`config.mk`:
```
export PLATFORM = sky130hd
export DESIGN_NAME = hvgen_param
export DESIGN_NICKNAME = d
export VERILOG_FILES = /design/src/rtl/hvgen_param.sv
export SDC_FILE = /design/constraint.sdc
export NUM_CORES = 1
export LEC_CHECK = 0
export ABC_AREA = 0
export CAP_MARGIN = 0
export CORE_MARGIN = 3
export CORE_UTILIZATION = 50
export CTS_BUF_LIST = sky130_fd_sc_hd__clkbuf_16
export DETAILED_ROUTE_END_ITERATION = 8
export PLACE_DENSITY = 0.81
export SLEW_MARGIN = 20
export SYNTH_ARGS = -nofsm -noshare
export SYNTH_HDL_FRONTEND = slang
export SYNTH_SLANG_ARGS = --single-unit
```
`constraint.sdc`:
```
create_clock -name MCLK -period 2.9 [get_ports MCLK]
set_input_delay 0.29 -clock MCLK [delete_from_list [all_inputs] [get_ports MCLK]]
set_output_delay 0.29 -clock MCLK [all_outputs]
set_load 0.005 [all_outputs]
```
`src/rtl/hvgen_param.sv`:
```
// Parametrised video timing generator: pixel/line counters, blanking, sync and line/frame strobes.
// Signed screen offsets are latched at frame start so sync placement never tears inside a frame.
// Optional macro HVGEN_INTERLACE_EN adds field output F1 with alternating V_TOTAL / V_TOTAL+1 frames.
// Ports: MCLK, RESET_N (sync, active-low), CE (pixel enable), HOFFS/VOFFS (signed offsets),
//        iRGB (core pixel), HPOS/VPOS (counters), oRGB, HBLK, VBLK, HSYN/VSYN (active-low),
//        LSTART/FSTART (wrap strobes), F1 (interlace field, optional).
module hvgen_param #(
    parameter int CW           = 9,
    parameter int RGBW         = 8,
    parameter int H_TOTAL      = 456,
    parameter int H_ACTIVE     = 336,
    parameter int H_SYNC_START = 360,
    parameter int H_SYNC_W     = 24,
    parameter int V_TOTAL      = 262,
    parameter int V_ACTIVE     = 240,
    parameter int V_SYNC_START = 240,
    parameter int V_SYNC_W     = 3
) (
    input  logic            MCLK,
    input  logic            RESET_N,
    input  logic            CE,
    input  logic [4:0]      HOFFS,
    input  logic [2:0]      VOFFS,
    input  logic [RGBW-1:0] iRGB,
    output logic [CW-1:0]   HPOS,
    output logic [CW-1:0]   VPOS,
    output logic [RGBW-1:0] oRGB,
    output logic            HBLK,
    output logic            VBLK,
    output logic            HSYN,
    output logic            VSYN,
    output logic            LSTART,
`ifdef HVGEN_INTERLACE_EN
    output logic            FSTART,
    output logic            F1
`else
    output logic            FSTART
`endif
);

    if (H_ACTIVE + H_SYNC_W > H_TOTAL) begin : g_chk_h
        $error("hvgen_param: H_ACTIVE + H_SYNC_W exceeds H_TOTAL");
    end
    if (V_ACTIVE + V_SYNC_W > V_TOTAL) begin : g_chk_v
        $error("hvgen_param: V_ACTIVE + V_SYNC_W exceeds V_TOTAL");
    end
    if (H_TOTAL > (1 << CW)) begin : g_chk_cw
        $error("hvgen_param: H_TOTAL does not fit in CW bits");
    end

    // Sync placement arithmetic is signed, two bits wider than the counters.
    localparam int SW = CW + 2;
    typedef logic signed [SW-1:0] s_t;

    logic [CW-1:0]     hcnt;
    logic [CW-1:0]     vcnt;
    logic signed [4:0] hofs_l;
    logic signed [2:0] vofs_l;
    logic              h_wrap;
    logic              v_wrap;
    logic              f_wrap;
    logic              h_blank;
    logic              v_blank;
    logic              hs_act;
    logic              vs_act;
    s_t                hc_s;
    s_t                vc_s;
    s_t                hs_raw;
    s_t                hs_b;
    s_t                hs_e;
    s_t                vs_raw;
    s_t                vs_b;
    s_t                vs_e;

`ifdef HVGEN_INTERLACE_EN
    logic f1_q;
    logic half;

    // Odd fields carry one extra line.
    assign v_wrap = f1_q ? (vcnt == CW'(V_TOTAL)) : (vcnt == CW'(V_TOTAL - 1));
    assign F1     = f1_q;
    assign half   = (hc_s >= s_t'(H_TOTAL / 2));

    always_ff @(posedge MCLK) begin
        if (!RESET_N) begin
            f1_q <= 1'b0;
        end else if (CE && f_wrap) begin
            f1_q <= ~f1_q;
        end
    end

    // Odd fields move both VSYN edges to mid-line.
    always_comb begin
        if (f1_q) begin
            vs_act = ((vc_s > vs_b) || ((vc_s == vs_b) && half)) &&
                     ((vc_s < vs_e) || ((vc_s == vs_e) && !half));
        end else begin
            vs_act = (vc_s >= vs_b) && (vc_s < vs_e);
        end
    end
`else
    assign v_wrap = (vcnt == CW'(V_TOTAL - 1));
    assign vs_act = (vc_s >= vs_b) && (vc_s < vs_e);
`endif

    assign h_wrap = (hcnt == CW'(H_TOTAL - 1));
    assign f_wrap = h_wrap && v_wrap;

    assign HPOS = hcnt;
    assign VPOS = vcnt;

    assign LSTART = RESET_N && CE && h_wrap;
    assign FSTART = RESET_N && CE && f_wrap;

    assign hc_s = s_t'({2'b00, hcnt});
    assign vc_s = s_t'({2'b00, vcnt});

    assign hs_raw = s_t'(H_SYNC_START) + (s_t'(hofs_l) <<< 1);
    assign vs_raw = s_t'(V_SYNC_START) + (s_t'(vofs_l) <<< 1);

    // Clamp so the sync pulse stays wholly inside the blanking interval.
    always_comb begin
        hs_b = hs_raw;
        if (hs_raw < s_t'(H_ACTIVE)) begin
            hs_b = s_t'(H_ACTIVE);
        end else if (hs_raw > s_t'(H_TOTAL - H_SYNC_W)) begin
            hs_b = s_t'(H_TOTAL - H_SYNC_W);
        end
        vs_b = vs_raw;
        if (vs_raw < s_t'(V_ACTIVE)) begin
            vs_b = s_t'(V_ACTIVE);
        end else if (vs_raw > s_t'(V_TOTAL - V_SYNC_W)) begin
            vs_b = s_t'(V_TOTAL - V_SYNC_W);
        end
    end

    assign hs_e = hs_b + s_t'(H_SYNC_W);
    assign vs_e = vs_b + s_t'(V_SYNC_W);

    assign hs_act  = (hc_s >= hs_b) && (hc_s < hs_e);
    assign h_blank = (hcnt >= CW'(H_ACTIVE));
    assign v_blank = (vcnt >= CW'(V_ACTIVE));

    always_ff @(posedge MCLK) begin
        if (!RESET_N) begin
            hcnt   <= '0;
            vcnt   <= '0;
            hofs_l <= '0;
            vofs_l <= '0;
        end else if (CE) begin
            if (h_wrap) begin
                hcnt <= '0;
                if (v_wrap) begin
                    vcnt   <= '0;
                    hofs_l <= $signed(HOFFS);
                    vofs_l <= $signed(VOFFS);
                end else begin
                    vcnt <= vcnt + CW'(1);
                end
            end else begin
                hcnt <= hcnt + CW'(1);
            end
        end
    end

    // Decoded from the pre-increment counters, so these lag HPOS/VPOS by one CE.
    always_ff @(posedge MCLK) begin
        if (!RESET_N) begin
            HBLK <= 1'b1;
            VBLK <= 1'b1;
            HSYN <= 1'b1;
            VSYN <= 1'b1;
            oRGB <= '0;
        end else if (CE) begin
            HBLK <= h_blank;
            VBLK <= v_blank;
            HSYN <= ~hs_act;
            VSYN <= ~vs_act;
            oRGB <= (h_blank || v_blank) ? '0 : iRGB;
        end
    end

endmodule

```
==> qor.csv <==
metric,value,unit
outcome,finished clean,
I/O Buffers,50,
async set-reset flop share out of synthesis,0,
final setup margin,0.143,ns
Fmax achieved,0.363,GHz
Setup Buffers After CTS,0,
Post-synth top flop,dfxtp_1,
final RePlAce weighted congestion,0.870,
post-synthesis cell count,262,
r2r setup slk,0.24,ns
"Hold Violations, Final",0,
total number of vias,1974,
crit path to,FSTART,
final worst-path cycle share,0.951,
"CTS clk-pin slew, worst paths",0.06,ns
crit path kind,reg2out,
GRT overflow,0,
reg-to-reg endpoint,HSYN$_SDFFE_PN1P_,
placed cell area,2790,sq um
RSZ-0062 raised after global routing,false,
Ant. Diodes,0,
Rows,23,
clock latency on the worst-skew pair,0.28,ns
Storage cell area,761,sq um
Post-Place Worst Slack,0.164,ns
drt total wl,4900,microns
Longest Clk Path Bufs,2,
Core Region,4170,sq um
Initial Util,0.538,
H-tree depth,2,
Power Density,419,nW/um^2
crit path capture type,primary output,
max cap viols,0,
Pre-antenna DRT Iters,4,
first-pass GRT wire length,8000,microns
routed wire length per instance,13.4,microns
DIE AREA,5330,sq um
Mean Syn Cell Area,8.57,sq um
largest net degree at the start of global routing,23,
drt via density,5.39,
Worst-Margin Slew,0.547,ns
boundary pin count,51,
R2R cell count,14,
leakage power,1.18,nW
initial antenna violation count,0,
CP Launch Type,flip-flop,
Final Setup Violations,0,
Worst Clk Skew,0.00346,ns
vias in the first global route,1789,
Die X,73.0,microns
Global Route Usage Sum,0.191,
worst-path maximum fanout,9,
Clk Tree Root Cell,clkbuf_16,
CTS resizes,0,
worst hold slack,0.474,ns
final worst path period need,2.76,ns
register bit total from synthesis,38,
Netlist Area Pre-Place,2250,sq um
Yosys cell types,40,
Routed Antenna Nets,0,
Initial DRC Count,101,
HPWL Detailed,3620,microns
Peak VDD IR,239,uV
"Hold-fix buffers, CTS",0,
Filler cells,346,
area occupied by multi-input gates,1380,sq um
Worst Path Arrival,2.47,ns
Synth Net Count,308,
crit path launch,VPOS[1]$_SDFFE_PN0P_,
Max Slew Vio Count,0,
post-route cell area,2960,sq um
Clock Sinks,38,
min-delay src,vofs_l[1]$_SDFFE_PN0P_,
DR DRC count,0,
share of layout cells above drive strength 1,0.0633,
Syn-to-layout area delta,31.8,%
Die H,73.0,microns
register area share after synthesis,0.339,
R2R Path Start,hofs_l[2]$_SDFFE_PN0P_,
layout net count,361,
WP data required,2.61,ns
total power,0.00124,W
YS warnings,0,
Slew HR,0.635,
CTS tree,yes,
CTS buffer count,5,
setup_tns,0,ns
min-delay worst type,reg2reg,
Post-synth EDFFs,0,
-- Yosys cell counts, types with 2 or more instances --
| cell type | instances | area, sq um |
|---|---|---|
| xnor2_1 | 10 | 87.6 |
| nand2b_1 | 4 | 25.0 |
| nor4_1 | 3 | 18.8 |
| and3_1 | 2 | 12.5 |
| nor3_1 | 7 | 35.0 |
| nor3b_1 | 2 | 15.0 |
| dfxtp_1 | 38 | 761 |
| nor2_1 | 24 | 90.1 |
| and2_1 | 3 | 18.8 |
| nor2b_1 | 22 | 138 |
| buf_6 | 3 | 33.8 |
| inv_1 | 13 | 48.8 |
| a22o_1 | 7 | 61.3 |
| nand3_1 | 7 | 35.0 |
| xor2_1 | 6 | 52.6 |
| o21ai_0 | 14 | 70.1 |
| nand4_1 | 6 | 37.5 |
| clkbuf_1 | 5 | 18.8 |
| a21oi_1 | 19 | 95.1 |
| nand2_1 | 18 | 67.6 |
| o21a_1 | 4 | 30.0 |
| ha_1 | 27 | 338 |
-- worst max-delay path, stage by stage (launching register included) --
cell,delay [ns]
dfxtp_1,0.38
inv_1,0.14
ha_1,0.15
or4b_4,0.46
nor4_4,0.25
and3_4,0.29
clkdlybuf4s50_1,0.52
-- logic make-up (layout without fill, tap and decap cells) --
group / after synthesis / in the layout / share of synthesized area
simple gates: 109 / 109 / 0.268
compound gates: 48 / 48 / 0.128
flops: 38 / 38 / 0.339
fa+ha+maj: 27 / 27 / 0.150
buf+inv: 22 / 76 / 0.0468
xor+xnor: 16 / 16 / 0.0624
other cells: 1 / 1 / 0.00167
mux: 1 / 1 / 0.00446
-- through the flow --
stage	utilization	instances
after global placement	0.669	358
after CTS	0.708	366
final	0.709	366
after global routing	0.709	366
after detailed placement	0.669	358
after floorplan	-	262
-- placed cells by master (no fill, tap or decap), drive strengths merged, types with 7 or more instances in the layout --
master | netlist | routed
a21oi | 19 | 19
a22o | 7 | 7
clkdlybuf4s50 | 0 | 50
dfxtp | 38 | 38
ha | 27 | 27
inv | 13 | 13
nand2 | 19 | 19
nand3 | 8 | 8
nor2 | 24 | 24
nor2b | 22 | 22
nor3 | 7 | 7
o21ai | 14 | 14
xnor2 | 10 | 10
-- worst min path at each step --
stage	depth (start not counted)	slack (ns)	end
finish	1	0.47	vofs_l[1]$_SDFFE_PN0P_
global route	1	0.50	vofs_l[1]$_SDFFE_PN0P_
CTS	1	0.48	vofs_l[1]$_SDFFE_PN0P_
detailed placement	1	0.46	vofs_l[1]$_SDFFE_PN0P_
global placement	2	0.46	HBLK$_SDFFE_PN1P_
floorplan	2	0.40	hofs_l[4]$_SDFFE_PN0P_
-- flip-flops by register name, indices dropped and copies added (netlist names) --
name    cells
oRGB        8
VPOS        9
VBLK        1
VSYN        1
vofs_l      3
HPOS        9
HSYN        1
HBLK        1
hofs_l      5
-- metal layers --
metal  vias up  track usage  routed length [microns]
met5         -            0                        0
met4         0       0.0635                       55
met3         4       0.0496                      299
met2        59        0.323                     2290
met1       903        0.234                     2250
li1       1008            -                        -
-- final cells by class --
cell class                      instances  area share
Inverter                               13      0.0165
Clock buffer                            5      0.0423
Clock inverter                          3      0.0135
Timing Repair Buffer                   55       0.182
Sequential cell                        38       0.257
Multi-Input combinational cell        202       0.468
Tap cell                               50      0.0211
-- where the power goes --
part           internal (W)  leakage, nW  switching (W)
clock network      0.000402       0.0836       0.000204
registers          0.000533        0.309     0.00000871
logic             0.0000572        0.792      0.0000352
total              0.000992         1.18       0.000248
No activity file was read; power rests on OpenSTA's default activity.
